--- src/rtl/registrador_digitos_tempo.sv ---
// -----------------------------------------------------------------------------
// registrador_digitos_tempo
//
// Time-entry digit register fed by the keypad priority encoder. The key-valid
// flag is debounced for both press and release. Each confirmed press is
// accepted exactly once and shifted into a four-digit MM:SS register from the
// right, the way a microwave keypad works.
//
// Parameters
//   DEBOUNCE_CYCLES : consecutive edges dado_valido must hold a level to confirm
//                     a press or a release (2..255)
//
// Ports
//   clock           : system clock, rising edge
//   clearn          : asynchronous active-low reset
//   BCD[3:0]        : digit code from the encoder, sampled on the confirm edge
//   dado_valido     : key-valid flag, high while a key is held
//   loadn           : active-low entry enable (1 blocks new presses)
//   clr_digitos     : synchronous clear of digits and digit count
//   min_dez/min_uni/seg_dez/seg_uni[3:0] : stored digits, oldest to newest
//   num_digitos[2:0]: digits entered since clear, saturates at 4
//   digito_aceito   : one-cycle pulse, a digit was shifted in
//   digito_invalido : one-cycle pulse, a press was confirmed with BCD > 9
//   tempo_zero      : combinational, all four digits are zero
// -----------------------------------------------------------------------------
module registrador_digitos_tempo #(
  parameter int DEBOUNCE_CYCLES = 4
) (
  input  logic       clock,
  input  logic       clearn,
  input  logic [3:0] BCD,
  input  logic       dado_valido,
  input  logic       loadn,
  input  logic       clr_digitos,
  output logic [3:0] min_dez,
  output logic [3:0] min_uni,
  output logic [3:0] seg_dez,
  output logic [3:0] seg_uni,
  output logic [2:0] num_digitos,
  output logic       digito_aceito,
  output logic       digito_invalido,
  output logic       tempo_zero
);

  localparam int CNT_W = $clog2(DEBOUNCE_CYCLES + 1);
  localparam logic [CNT_W-1:0] CNT_ONE  = CNT_W'(1);
  localparam logic [CNT_W-1:0] CNT_LAST = CNT_W'(DEBOUNCE_CYCLES - 1);

  typedef enum logic [1:0] {
    OCIOSO,
    CONFIRMA,
    PRESSIONADO,
    SOLTANDO
  } estado_t;

  estado_t          estado;
  logic [CNT_W-1:0] cnt;
  logic             confirma;
  logic             bcd_ok;

  function automatic logic [2:0] sat_inc(input logic [2:0] n);
    return (n >= 3'd4) ? 3'd4 : n + 3'd1;
  endfunction

  // The Nth consecutive qualifying sample is this edge itself: the state and
  // counter already hold N-1 earlier samples.
  assign confirma = (estado == CONFIRMA) && dado_valido && !loadn &&
                    (cnt == CNT_LAST);
  assign bcd_ok   = (BCD <= 4'd9);

  assign tempo_zero = (min_dez == 4'd0) && (min_uni == 4'd0) &&
                      (seg_dez == 4'd0) && (seg_uni == 4'd0);

  // Debounce FSM: press qualified by loadn, release ignores loadn and BCD so a
  // held key can never repeat.
  always_ff @(posedge clock or negedge clearn) begin
    if (!clearn) begin
      estado <= OCIOSO;
      cnt    <= '0;
    end else begin
      case (estado)
        OCIOSO: begin
          if (dado_valido && !loadn) begin
            estado <= CONFIRMA;
            cnt    <= CNT_ONE;
          end
        end
        CONFIRMA: begin
          if (!dado_valido || loadn) begin
            estado <= OCIOSO;
            cnt    <= '0;
          end else if (cnt == CNT_LAST) begin
            estado <= PRESSIONADO;
            cnt    <= '0;
          end else begin
            cnt <= cnt + CNT_ONE;
          end
        end
        PRESSIONADO: begin
          if (!dado_valido) begin
            estado <= SOLTANDO;
            cnt    <= CNT_ONE;
          end
        end
        SOLTANDO: begin
          if (dado_valido) begin
            estado <= PRESSIONADO;
            cnt    <= '0;
          end else if (cnt == CNT_LAST) begin
            estado <= OCIOSO;
            cnt    <= '0;
          end else begin
            cnt <= cnt + CNT_ONE;
          end
        end
        default: begin
          estado <= OCIOSO;
          cnt    <= '0;
        end
      endcase
    end
  end

  // Digit register: a clear wins over a simultaneous confirm, discarding that
  // digit and suppressing both pulses.
  always_ff @(posedge clock or negedge clearn) begin
    if (!clearn) begin
      min_dez         <= 4'd0;
      min_uni         <= 4'd0;
      seg_dez         <= 4'd0;
      seg_uni         <= 4'd0;
      num_digitos     <= 3'd0;
      digito_aceito   <= 1'b0;
      digito_invalido <= 1'b0;
    end else begin
      digito_aceito   <= 1'b0;
      digito_invalido <= 1'b0;
      if (clr_digitos) begin
        min_dez     <= 4'd0;
        min_uni     <= 4'd0;
        seg_dez     <= 4'd0;
        seg_uni     <= 4'd0;
        num_digitos <= 3'd0;
      end else if (confirma) begin
        if (bcd_ok) begin
          min_dez       <= min_uni;
          min_uni       <= seg_dez;
          seg_dez       <= seg_uni;
          seg_uni       <= BCD;
          num_digitos   <= sat_inc(num_digitos);
          digito_aceito <= 1'b1;
        end else begin
          digito_invalido <= 1'b1;
        end
      end
    end
  end

endmodule

--- config.mk ---
export PLATFORM = sky130hd
export DESIGN_NAME = registrador_digitos_tempo
export DESIGN_NICKNAME = d
export VERILOG_FILES = /design/src/rtl/registrador_digitos_tempo.sv
export SDC_FILE = /design/constraint.sdc
export NUM_CORES = 1
export LEC_CHECK = 0
export BUFFER_PORTS_ARGS = -buffer_cell sky130_fd_sc_hd__buf_2
export CAP_MARGIN = 20
export CELL_PAD_IN_SITES_DETAIL_PLACEMENT = 1
export CELL_PAD_IN_SITES_GLOBAL_PLACEMENT = 1
export CORE_ASPECT_RATIO = 1.4
export CORE_MARGIN = 1.5
export CORE_UTILIZATION = 44
export CTS_CLUSTER_DIAMETER = 50
export DETAILED_ROUTE_END_ITERATION = 10
export PLACE_DENSITY_LB_ADDON = 0.1
export SYNTH_ARGS = -nofsm -noshare
export SYNTH_HDL_FRONTEND = slang
export SYNTH_SLANG_ARGS = --single-unit
--- constraint.sdc ---
create_clock -name clock -period 5 [get_ports clock]
set_clock_uncertainty 0.2 [all_clocks]
set_input_delay 0.5 -clock clock [delete_from_list [all_inputs] [get_ports clock]]
set_output_delay 0.5 -clock clock [all_outputs]
set_load 0.1 [all_outputs]
# Word-level counts from Yosys, hierarchy flattened
# Cells that the tools add are included.
dict set report op_classes {
  n_addsub 2
  magnitude_cmp 2
  n_eq_ne 8
  muxes 35
  n_reduce_logical 20
}
# cell count
set op_table {}
lappend op_table {{2-to-1 mux 4 bit} 12}
lappend op_table {{2-to-1 mux 3 bit} 9}
lappend op_table {{zero test 4 bit} 4}
lappend op_table {{2-to-1 mux 2 bit} 6}
lappend op_table {{one-hot mux 3 bit (4 select lines)} 1}
lappend op_table {{one-hot mux 2 bit (4 select lines)} 1}
lappend op_table {{logical AND 1 bit} 7}
lappend op_table {{adder 3 x 1 -> 3 bit, second input constant} 2}
lappend op_table {{2-to-1 mux 1 bit} 6}
lappend op_table {{== test 2 bit, second input constant} 2}
lappend op_table {{less-or-equal comparator 4 bit, second input constant} 1}
lappend op_table {{!= test 2 bit, second input constant} 2}
lappend op_table {{AND reduction 2 bit} 2}
lappend op_table {{AND reduction 4 bit} 1}
lappend op_table {{nonzero test 2 bit} 2}
lappend op_table {{== test 3 x 2 -> 1 bit, second input constant} 1}
lappend op_table {{>= comparator 3 bit, second input constant} 1}
lappend op_table {{!= test 3 x 1 -> 1 bit, second input constant} 1}
lappend op_table {{!= test 3 bit, second input constant} 1}
lappend op_table {{== test 2 x 1 -> 1 bit, second input constant} 1}
lappend op_table {{zero test 1 bit} 2}
lappend op_table {{zero test 2 bit} 1}
lappend op_table {{logical OR 1 bit} 1}
dict set report totals {
  register_bits 26
  in_bits 9
  output_inout_bits 22
  elab_cells 76
}

# Longest topological paths before layout
# Gate-level depths: netlist of the first run.
dict set report depth {
  depth_word 6
  ltp_mapped 7
  ltp_nobuf 5
}

# Worst setup path after synthesis of the first run
# OpenSTA, ideal clock, no wires.
dict set report synth_timing {
  path_kind {flip-flop to output port}
  from {register seg_uni[2]}
  to {output port tempo_zero}
  arrival_time_ns 1.928
  path_slack_ns 2.372
  stages_incl_launch_ff 3
  path_buffers 0
  path_cell_list {dfrtp_1 nor4_1 and4_1}
}
dict set report synth_via {
  elab_chain_cells 2
}
# item line
set synth_lines {}
lappend synth_lines {{from (decl)} 38} ;# output logic [3:0] seg_uni,
lappend synth_lines {{from (signal assigned)} 131} ;# seg_uni <= 4'd0;
lappend synth_lines {{from (signal assigned)} 142} ;# seg_uni <= 4'd0;
lappend synth_lines {{from (signal assigned)} 149} ;# seg_uni <= BCD;
lappend synth_lines {{zero test 4 bit} 72} ;# (seg_dez == 4'd0) && (seg_uni == 4'd0);
lappend synth_lines {{logical AND 1 bit} 72}
lappend synth_lines {{to (decl)} 42} ;# output logic tempo_zero
# Every way passes these cells.

# Final worst setup path of the first run
dict set report layout_timing {
  from {register min_uni[0]}
  to {output port tempo_zero}
}
dict set report layout_via {
  elab_chain_cells 4
}
# item line
set layout_lines {}
lappend layout_lines {{from (decl)} 36} ;# output logic [3:0] min_uni,
lappend layout_lines {{from (signal assigned)} 147} ;# min_uni <= seg_dez;
lappend layout_lines {{zero test 4 bit} 71} ;# assign tempo_zero = (min_dez == 4'd0) && (min_uni == 4'd0) &&
lappend layout_lines {{logical AND 1 bit (2 in a row)} 71}
lappend layout_lines {{logical AND 1 bit} 72}
# Every way passes these cells.

==> results by stage, run 1 <==
Layout:
- Once layout is complete, the cells apart from fillers number 174.
- The net count of the finished layout is 151.
- The number of diodes is 0.
- Across the whole layout, storage elements account for 651 um^2.
- The layout-stage area growth over the synthesis result is 14.0%.
- The share of layout cells above drive strength 1 is 0.277.
- Summing all multi-input logic gate instances after layout gives 597 um^2.
- The filler cells instantiated in the layout total 317.

Run:
- Max-cap violations in this run came to 0.

Synthesis:
- Ranked by total cell area, the synthesized netlist is headed by sky130_fd_sc_hd__dfrtp_1 (50%), sky130_fd_sc_hd__mux2i_1 (12%), sky130_fd_sc_hd__nand2b_1 (9.5%).
- After synthesis the cells add up to between 1000 and 1500 um^2.
- In this run the mean area of a mapped cell was 11.9 um^2.
- The async set-or-reset flop fraction in the synthesized netlist is 1.00.
- After synthesis, the netlist uses 30 different library cells.
- The number of synthesized flops with an enable pin is 0.
- The register area share after synthesis is 0.496.
- The net count after synthesis is between 100 and 150.
- The count of warnings emitted by yosys is 0.
- The proportion of netlist area held by the largest area contributor is 0.496.
- The largest total area in the synthesized netlist belongs to sky130_fd_sc_hd__dfrtp_1.
- In the synthesized netlist, the cells that appear most often are sky130_fd_sc_hd__dfrtp_1 (26), sky130_fd_sc_hd__nand2b_1 (20), sky130_fd_sc_hd__mux2i_1 (16).
- Among all flip-flop cells after synthesis, the most frequent one is sky130_fd_sc_hd__dfrtp_1.
- The cell count after synthesis came out at 110.
- In the post-synthesis netlist, the cell with the most instances is sky130_fd_sc_hd__dfrtp_1.
- The synthesized flop and latch total is 26.

Routing:
- For this run, design rule violations remaining after detail routing come to 0.
- The first-pass iteration count of the detailed router is 4.
- The post-detailed-route wirelength per cell is 15.1 um.
- Summing over every cut layer, the via total after detailed routing is 920.
- Using the TritonRoute via totals, the vias-per-cell ratio works out to 5.29.
- The antenna violation net count after detailed routing is 0.
- The total detailed-routing wirelength is 2.63 mm.
- After the first detailed-routing iteration, the DRC count stood at 34.

Timing:
- The slew of the pin with the lowest slew margin is 956 ps.
- The portion of the clock cycle consumed by the worst path in the final layout is 0.463.
- The maximum achievable frequency is 432 MHz.
- The number of failing hold endpoints at the final stage is 0.
- The post-layout minimum cycle time is 2310 ps.
- Setup repair after global routing left no endpoint under its margin.
- The final worst-path setup slack is 2690 ps.
- Setup violations remaining at the end of the flow were counted as 0.
- The count of pins over their slew limit is 0.
- The total negative slack is 0 ps.
- Headroom to the max-slew limit came out at 0.363.

CTS:
- The clock tree from TritonCTS is done.
- Clock tree synthesis inserted a total of 3 buffers.
- Counting along the longest clock path gives a buffer depth of 2.
- The cell sitting at the root of the clock tree is a sky130_fd_sc_hd__clkbuf_8.
- For the worst-skew pair, the clock arrives at the later sink with an insertion delay of 270 ps.
- Once the clock tree was built, the resizer swapped 0 gates to a different size.
- The H-tree depth is 1.
- The buffers inserted during post-CTS setup optimization is 0.
- The clock drives 26 sinks.
- The post-cts hold buffer count is 0.
- After clock tree synthesis, the clock-pin slew on the worst setup and hold paths is 90 ps.

Setup path:
- The critical path's top delay family is simple AND/OR/NAND/NOR gates.
- The signal on the critical path passes through nor4_1 > and4_1 > buf_2.
- The cell with the biggest individual delay on the critical path is sky130_fd_sc_hd__dfrtp_1.
- The sum of buffers and inverters on the critical path is 1.
- The worst setup path is launched from a flop.
- The type of the setup path with the least slack is reg -> out.
- The critical path required time is 4300 ps.
- The data arrival time of the critical path is 1610 ps.
- The largest stage delay on the critical path is 420 ps.
- The maximum net fanout on the critical path is 3.
- The kind of end point of the critical path is a primary output.

Power:
- IR analysis of the VDD net gives a maximum drop of around 0.00019 V.
- The combinational power share is 0.163.
- Power spread over the standard cell area amounts to 285 nW/um^2.
- The leakage dissipation is 0.717 nW.
- The final total power is 0.427 mW.
- The share of total power in the clock network is 0.277.
- The switching power total is 0.118 mW.
- Of the total power, the share spent switching nets is 0.276.
- The fraction of power consumed by sequential logic is 0.560.
- Cell internal power was estimated by the tool at 0.309 mW.

Placed design:
- Detailed placement ended at an HPWL of 2.01 mm.
- Timing analysis after detailed placement gives a worst setup slack of 2550 ps.
- In this run the tool buffered the top-level ports with 30 buffer cells.
- Routability-driven placement finished with a final weighted congestion of 0.710.
- Once placement completed, the tool counted placed cells totaling 171.

Floorplan:
- For this configuration, the core starts out at a cell density of 0.461.
- The number of top-level design ports is 31.
- The die covers between 3000 and 4000 um^2.
- The floorplan step set the die height to around 68 um.
- The x dimension of the die is between 40 and 50 um.
- The floorplan has 23 rows.
- The placeable core region is 2850 um^2.

Min path:
- The tightest min-delay check is of the in -> async type.

Global route:
- The global-route wire length before repair is ~4.7 mm.
- The number of antenna violations at the first check in global routing came to 0.
- The number of global-route vias before repair is 1047.
- For this run, the total global-route usage over all layers was measured as 0.185.
- For this run the aggregate overflow at the end of global routing stands at 0.
- The pin count of the biggest net entering global routing is 28.

Outcome:
- The flow ran to the end, and the final reports show no timing, DRC or antenna violations.
## power by group through the flow
stage | Sequential, mW | Clock, mW | Combinational (mW)
after CTS | 0.239 | 0.121 | 0.0714
after floorplan | 0.243 | 0 | 0.0524
final | 0.239 | 0.118 | 0.0698
after global routing | 0.242 | 0.132 | 0.0798
after detailed placement | 0.243 | 0 | 0.0711
after global placement | 0.243 | 0 | 0.0681
## stage by stage
| step | hold slack (ps) | instance area (um^2) | utilization |
|---|---|---|---|
| 6_report | 17.4 | 1500 | 0.525 |
| 2_1_floorplan | 4.41 | 1310 | - |
| 3_5_place_dp | 308 | 1460 | 0.511 |
| 3_3_place_gp | 286 | 1460 | 0.511 |
| 4_1_cts | 42.2 | 1500 | 0.525 |
| 5_1_grt | 66.1 | 1500 | 0.525 |
## final timing paths
kind / startpoint / endpoint / cells after the start / slack (ps)
worst max register to register: cnt[0] / min_uni[1] / 4 / 2700
worst min register to register: cnt[1] / cnt[1] / 1 / 330
min in group clock: BCD[0] / seg_uni[0] / 3 / 290
worst min-delay path: clearn / cnt[0] / 1 / 20
max in group asynchronous: clearn / seg_dez[1] / 1 / 4210
worst max-delay path: min_uni[0] / tempo_zero / 3 / 2690
## sequential cells by signal (all words and copies together) (netlist names)
register	cells
min_dez	4
min_uni	4
seg_dez	4
seg_uni	4
cnt	3
num_digitos	3
estado	2
digito_aceito	1
digito_invalido	1
## cell type report
class,count,area share
inverters,3,0.00753
flip-flops and latches,26,0.435
clock buffers,3,0.0276
multi-input cells,75,0.399
repair buffers,30,0.100
well taps,37,0.0309
## cells by family (layout without fill, tap and decap cells)
family,Yosys count,count (layout),share of synthesized area
DFF,26,26,0.496
muxes,16,16,0.122
adders and majority gates,3,3,0.0286
and+or+nand+nor,45,45,0.214
buffers and inverters,9,36,0.0496
AOI/OAI and AO/OA,11,11,0.0896
## worst reg2reg max path, cell delays in order (launching register included)
cell and delay [ps]:
sky130_fd_sc_hd__dfrtp_1 370, sky130_fd_sc_hd__ha_1 220, sky130_fd_sc_hd__and3b_1 310, sky130_fd_sc_hd__and3_1 840
sky130_fd_sc_hd__mux2i_1 280
## cell usage in the layout, fill, tap and decap left out, drive strengths merged, types with 2 or more instances in the layout
cell / n
nor2: 5
mux2i: 16
nand2: 2
o31ai: 2
inv: 3
nand2b: 20
nand4: 2
o21ai: 4
buf: 30
nor4: 4
clkbuf: 3
nor3: 3
nor3b: 2
ha: 3
o2bb2ai: 2
dfrtp: 26
## per-layer routing
metal	up-vias	GRT usage	wire length (um)
li1	440	-	-
met1	450	0.193	1060
met2	24	0.365	1420
met3	6	0.0288	108
met4	0	0.0750	48
met5	-	0	0
No activity file was read; power rests on OpenSTA's default activity.
==> run 2: changes to the inputs <==
--- a/config.mk
+++ b/config.mk
@@ -11,7 +11,7 @@
 export CELL_PAD_IN_SITES_GLOBAL_PLACEMENT = 1
 export CORE_ASPECT_RATIO = 1.4
 export CORE_MARGIN = 1.5
-export CORE_UTILIZATION = 44
+export CORE_UTILIZATION = 37
 export CTS_CLUSTER_DIAMETER = 50
 export DETAILED_ROUTE_END_ITERATION = 10
 export PLACE_DENSITY_LB_ADDON = 0.1
==> constraint.sdc (replaced) <==
create_clock -name clock -period 2.02 [get_ports clock]
set_clock_uncertainty 0.2 [all_clocks]
set_input_delay 0.202 -clock clock [delete_from_list [all_inputs] [get_ports clock]]
set_output_delay 0.202 -clock clock [all_outputs]
set_load 0.1 [all_outputs]
==> results by stage, run 2 (synthesis results as in run 1) <==
Power:
- The total power per unit cell area is 688 nW/um^2 (was 285 nW/um^2).
- The maximum vdd ir drop is 0.000466 V (was 0.000187 V).
- The leakage dissipation is 0.749 nW (was 0.717 nW).

Routing:
- The detailed-routing wirelength on met1 is 1.17 mm (was 1.06 mm).
- The number of DRC violations after detailed-routing iteration 0 came to 15 (was 34).
- The uppermost signal routing layer after detailed routing is met4 (unchanged).
- The first-pass iteration count of the detailed router is 4 (unchanged).
- The count of unresolved DRC violations after routing is 0 (unchanged).
- The detailed-routed wire length on met2 is 1.53 mm (was 1.42 mm).
- The total detailed-routing wirelength is 2.82 mm (was 2.63 mm).
- The antenna violation net count after detailed routing is 0 (unchanged).
- The total number of vias was 914 (was 920).
- The average vias per placed instance is 4.99 (was 5.29).
- The met3 wire length is 95 um (was 108 um).
- The post-detailed-route wirelength per cell is 15.4 um (was 15.1 um).

Layout:
- The net count of the finished layout is 156 (was 151).
- The share of layout cells above drive strength 1 is 0.301 (was 0.277).
- The share of the core filled with cells in the final layout is 0.468 (was 0.525).
- Top library cells by usage in the layout, fill and taps aside: sky130_fd_sc_hd__buf_2 (29), sky130_fd_sc_hd__dfrtp_1 (24), sky130_fd_sc_hd__nand2b_1 (20), sky130_fd_sc_hd__mux2i_1 (16), sky130_fd_sc_hd__nor2_1 (5) (was sky130_fd_sc_hd__buf_2 (30), sky130_fd_sc_hd__dfrtp_1 (26), sky130_fd_sc_hd__nand2b_1 (20), sky130_fd_sc_hd__mux2i_1 (16), sky130_fd_sc_hd__nor2_1 (5)).
- The most common library cell in the layout ignoring fill and taps is sky130_fd_sc_hd__buf_2 (unchanged).
- The layout-stage area growth over the synthesis result came to 20.4% (was 14.0%).
- The number of diodes is 0 (unchanged).
- The final instance count without filler cells is 183 (was 174).

Timing:
- RSZ-0062 raised after global routing: false (unchanged).
- The worst-case headroom to the max-slew limit was 0.610 (was 0.363).
- The number of failing hold endpoints at the final stage is 0 (unchanged).
- In the finished design, the share of the clock period the worst path needs comes to 0.962.
- For this run, the top clock speed supported by timing is 514 MHz.
- The slew of the pin with the lowest slew margin is 585 ps (was 956 ps).
- The count of pins over their slew limit is 0 (unchanged).
- The setup violation total in the final timing report is 0 (unchanged).
- For the finished layout, the period the worst path requires is 1940 ps.
- The post-route worst hold slack is 7.86 ps (was 17.4 ps).

Floorplan:
- The x dimension of the die is 53.3 um (was 49.2 um).
- The number of top-level design ports is 31 (unchanged).
- The standard-cell row count is 25 (was 23).
- The placeable core region is 3380 um^2 (was 2850 um^2).
- The die span in y was 73.5 um (was 67.6 um).
- The initial standard-cell utilization of the core is 0.389 (was 0.461).
- The area enclosed by the die boundary is 3920 um^2 (was 3320 um^2).

Run:
- The count of max-cap constraint violations is 0 (unchanged).

CTS:
- The clock sink count is 26 (unchanged).
- The clock transition time at the flip-flop clock pins of the worst setup and hold paths is 90 ps (about the same).
- The clock insertion delay at the later pin of the skew report is 270 ps (about the same).
- The clock tree from TritonCTS is done (unchanged).
- The post-cts repair resize count is 0 (unchanged).
- The number of buffers created by CTS came to 3 (unchanged).
- The clock tree buffer depth was 2 (unchanged).
- The cell chosen for the clock root is sky130_fd_sc_hd__clkbuf_8 (unchanged).
- The H-tree depth is 1 (unchanged).

Min path:
- The worst hold path passes through 3 cells.
- The class of the worst hold path was in -> reg (was in -> async).

Placed design:
- The routability congestion estimate from global placement is 0.661 (was 0.710).
- The half-perimeter wire length of the detailed placement result came to 2.10 mm (was 2.01 mm).
- The number of cells after detailed placement is 176 (was 171).
- The number of port buffers came to 30 (unchanged).

Setup path:
- The number of logic stages on the critical path including buffering is 3 (unchanged).
- The critical path's top delay family was simple AND/OR/NAND/NOR gates (unchanged).
- The data arrival time of the critical path was 1540 ps (was 1610 ps).
- The largest stage delay on the critical path is 420 ps (about the same).
- The critical path required time came to 1620 ps (was 4300 ps).
- The sum of buffers and inverters on the critical path is 1 (unchanged).
- Cells traversed along the worst timing path: nor4_1 > and4_2 > buf_12 (was nor4_1 > and4_1 > buf_2).
- The cell depth of the worst flop-to-flop path was 5 (was 4).
- The startpoint type of the worst setup path was a flop (unchanged).
- The cell with the biggest individual delay on the critical path is sky130_fd_sc_hd__dfrtp_1 (unchanged).
- The maximum net fanout on the critical path is 3 (unchanged).
- The kind of end point of the critical path was a primary output (unchanged).
- The type of the setup path with the least slack is reg -> out (unchanged).

Global route:
- The number of antenna violations at the first check in global routing came to 0 (unchanged).
- The number of global-route vias before repair is 1037 (was 1047).
- The total congestion overflow after global routing is 0 (unchanged).
- The global-route wire length before repair came to 4.75 mm (was 4.70 mm).
- The pin count of the biggest net entering global routing is 28 (unchanged).
- The total global routing track utilization is 0.166 (was 0.185).

Outcome:
- Result of the run: finished clean (unchanged).
[run 2: final cells by class]
| type | count | area [um^2] |
|---|---|---|
| Tap cell | 40 | 50.0 |
| Multi-Input combinational cell | 75 | 598 |
| Inverter | 3 | 11.3 |
| Fill cell | 385 | 1800 |
| Sequential cell | 26 | 653 |
| Timing Repair Buffer | 35 | 223 |
| Clock buffer | 4 | 45.0 |
[run 2: worst paths after layout]
| check | start | endpoint | slack (ps) |
|---|---|---|---|
| min in group asynchronous | clearn | estado[0] | 260 |
| worst min register to register | cnt[1] | cnt[1] | 320 |
| worst min-delay path | BCD[2] | seg_uni[2] | 8 |
| max in group asynchronous | clearn | num_digitos[0] | 950 |
| worst max register to register | cnt[0] | min_dez[3] | 230 |
| worst max-delay path | min_dez[1] | tempo_zero | 80 |
[run 2: power breakdown]
part | switching, mW | internal [mW]
logic | 0.108 | 0.0853
clock network | 0.162 | 0.141
registers | 0.0342 | 0.557
[run 2: metrics by stage]
step	setup TNS, ps	setup slack [ps]	power [mW]	instance area [um^2]
floorplan	-65.6	-65.6	0.731	1320
global placement	0	298	0.779	1510
detailed placement	0	240	0.795	1510
CTS	0	61.6	1.10	1570
global route	0	31.1	1.15	1580
finish	0	75.8	1.09	1580
[run 2: what timing repair did]
item / 4_1_cts / 5_1_grt
endpoints found under the hold margin: 27 / 1
setup endpoints to repair: 0 / 0
buffers inserted: 0 / 0
hold buffers: 2 / 1
[run 2: tightest hold or removal path: stages]
cell                       delay, ps
sky130_fd_sc_hd__buf_2           120
sky130_fd_sc_hd__nand2b_1         60
sky130_fd_sc_hd__mux2i_1          60
[run 2: per-layer routing]
| layer | up-vias | GRT usage |
|---|---|---|
| met4 | 0 | 0.0427 |
| met5 | - | 0 |
| li1 | 449 | - |
| met3 | 2 | 0.0305 |
| met1 | 439 | 0.195 |
| met2 | 24 | 0.300 |
==> run 3: changes to the inputs <==
--- a/config.mk
+++ b/config.mk
@@ -14,6 +14,7 @@
 export CORE_UTILIZATION = 37
 export CTS_CLUSTER_DIAMETER = 50
 export DETAILED_ROUTE_END_ITERATION = 10
+export MAX_ROUTING_LAYER = met4
 export PLACE_DENSITY_LB_ADDON = 0.1
 export SYNTH_ARGS = -nofsm -noshare
 export SYNTH_HDL_FRONTEND = slang
==> results by stage, run 3 (synthesis results as in run 1) <==
CTS:
- The clock tree buffer depth is 2 (unchanged).
- The clock transition time at the flip-flop clock pins of the worst setup and hold paths was 90 ps (about the same).
- The clock sink count was 26 (unchanged).
- The H-tree depth came to 1 (unchanged).
- The clock tree from TritonCTS was done (unchanged).
- The cell chosen for the clock root is sky130_fd_sc_hd__clkbuf_8 (unchanged).
- The number of buffers created by CTS is 3 (unchanged).
- The post-cts hold buffer count came to 2 (unchanged).
- The buffers inserted during post-CTS setup optimization is 0 (unchanged).
- The post-cts repair resize count came to 0 (unchanged).
- The clock insertion delay at the later pin of the skew report is 270 ps (about the same).

Routing:
- The antenna violation net count after detailed routing is 0 (unchanged).
- The average vias per placed instance is 4.97 (was 4.99).
- The post-detailed-route wirelength per cell was 15.4 um (about the same).
- The number of DRC violations after detailed-routing iteration 0 is 20 (was 15).
- The total detailed-routing wirelength is 2.83 mm (was 2.82 mm).
- The total number of vias is 910 (was 914).
- The count of unresolved DRC violations after routing is 0 (unchanged).
- The first-pass iteration count of the detailed router is 4 (unchanged).

Setup path:
- The type of the setup path with the least slack is reg -> out (unchanged).
- The critical path required time is 1620 ps (about the same).
- The largest stage delay on the critical path is 420 ps (about the same).
- The beginning of the worst register-to-register path is cnt[0] (unchanged).
- The kind of end point of the critical path is a primary output (unchanged).
- The launching element of the worst setup path is min_dez[1] (unchanged).
- Cells traversed along the worst timing path: nor4_1 > and4_2 > buf_12 (unchanged).
- The maximum net fanout on the critical path was 3 (unchanged).
- The cell with the biggest individual delay on the critical path is sky130_fd_sc_hd__dfrtp_1 (unchanged).
- The data arrival time of the critical path is 1540 ps (about the same).
- The startpoint type of the worst setup path is a flop (unchanged).

Global route:
- The global-route wire length before repair is 4.76 mm (was 4.75 mm).
- The pin count of the biggest net entering global routing came to 28 (unchanged).
- The number of antenna violations at the first check in global routing is 0 (unchanged).
- The total congestion overflow after global routing is 0 (unchanged).
- The number of global-route vias before repair is 1033 (was 1037).
- The total global routing track utilization is 0.171 (was 0.166).

Timing:
- The worst-case headroom to the max-slew limit is 0.612 (was 0.610).
- The post-route worst hold slack is 7.25 ps (was 7.86 ps).
- The maximum achievable frequency came to 514 MHz (about the same).
- The total negative slack is 0 ps (unchanged).
- The number of failing hold endpoints at the final stage is 0 (unchanged).
- The slew of the pin with the lowest slew margin is 581 ps (was 585 ps).
- RSZ-0062 raised after global routing: false (unchanged).
- The post-layout minimum cycle time is 1940 ps (about the same).
- The portion of the clock cycle consumed by the worst path in the final layout was 0.963 (was 0.962).
- The count of pins over their slew limit was 0 (unchanged).
- The setup violation total in the final timing report is 0 (unchanged).

Layout:
- The storage element area is 653 um^2 (unchanged).
- The layout filler cell count was 385 (unchanged).
- The share of layout cells above drive strength 1 came to 0.301 (unchanged).
- The final design instance area without fill was 1580 um^2 (unchanged).
- Top library cells by usage in the layout, fill and taps aside: sky130_fd_sc_hd__buf_2 (29), sky130_fd_sc_hd__dfrtp_1 (24), sky130_fd_sc_hd__nand2b_1 (20), sky130_fd_sc_hd__mux2i_1 (16), sky130_fd_sc_hd__nor2_1 (5) (unchanged).
- The layout-stage area growth over the synthesis result is 20.4% (unchanged).
- The number of diodes is 0 (unchanged).
- The area occupied by multi-input gates is 598 um^2 (unchanged).
- The most common library cell in the layout ignoring fill and taps is sky130_fd_sc_hd__buf_2 (unchanged).
- The net count of the finished layout is 156 (unchanged).

Floorplan:
- The placeable core region is 3380 um^2 (unchanged).
- The number of top-level design ports is 31 (unchanged).
- The area enclosed by the die boundary is 3920 um^2 (unchanged).
- The die span in y is 73.5 um (unchanged).
- The initial standard-cell utilization of the core came to 0.389 (unchanged).
- The standard-cell row count is 25 (unchanged).
- The x dimension of the die is 53.3 um (unchanged).

Placed design:
- The post-detailed-placement cell area was 1510 um^2 (unchanged).
- The half-perimeter wire length of the detailed placement result is 2.10 mm (unchanged).
- The number of port buffers came to 30 (unchanged).
- The routability congestion estimate from global placement is 0.667 (was 0.661).

Min path:
- The class of the worst hold path is in -> reg (unchanged).
- The startpoint of the lowest-slack hold path is BCD[2] (unchanged).

Power:
- The leakage dissipation is 0.749 nW (unchanged).
- The total power per unit cell area is 689 nW/um^2 (was 688 nW/um^2).
- The maximum vdd ir drop is 0.000466 V (about the same).
- The final total power is 1.09 mW (about the same).

Run:
- The count of max-cap constraint violations is 0 (unchanged).

Outcome:
- Result of the run: finished clean (unchanged).
[run 3: cell counts in the layout (fill, tap and decap cells not counted)]
Identical to the previous run, type by type.
[run 3: area by class of cell]
type	instances	area share
sequential	26	0.413
clock buffer	4	0.0285
tap	40	0.0317
timing repair buffer	35	0.141
inverter	3	0.00713
multi-input combinational	75	0.378
[run 3: critical path: cells and delay by family (launching register included)]
kind / cells / cell delay (ps)
buffers and inverters: 1 / 180
DFF: 1 / 420
and+or+nand+nor: 2 / 680
[run 3: power breakdown]
group	switching (mW)	internal [mW]	total (mW)
registers	0.0342	0.557	0.591
clock network	0.162	0.141	0.303
logic	0.108	0.0853	0.194
[run 3: layer usage]
| metal | wire length, um | part of all wire | up-vias | GRT usage |
|---|---|---|---|---|
| li1 | - | - | 449 | - |
| met1 | 1190 | 0.42 | 435 | 0.196 |
| met2 | 1520 | 0.54 | 24 | 0.300 |
| met3 | 98 | 0.035 | 2 | 0.0305 |
| met4 | 23 | 0.0081 | 0 | 0.0427 |
| met5 | 0 | 0 | - | - |
[run 3: stage by stage]
step / utilization / std cells / setup WS (ps)
after CTS: 0.465 / 182 / 61.6
after global routing: 0.468 / 183 / 31.1
after detailed placement: 0.446 / 176 / 240
after floorplan: - / 110 / -65.6
after global placement: 0.446 / 176 / 298
final: 0.468 / 183 / 75.4
[run 3: path summary, 6_finish.rpt]
kind,depth (start not counted),slack (ps),end
min reg2reg,1,320,cnt[1]
max reg2reg,5,230,seg_dez[2]
max in group asynchronous,2,950,num_digitos[1]
min in group asynchronous,2,260,estado[0]
max,3,80,tempo_zero
min,3,7,seg_uni[2]
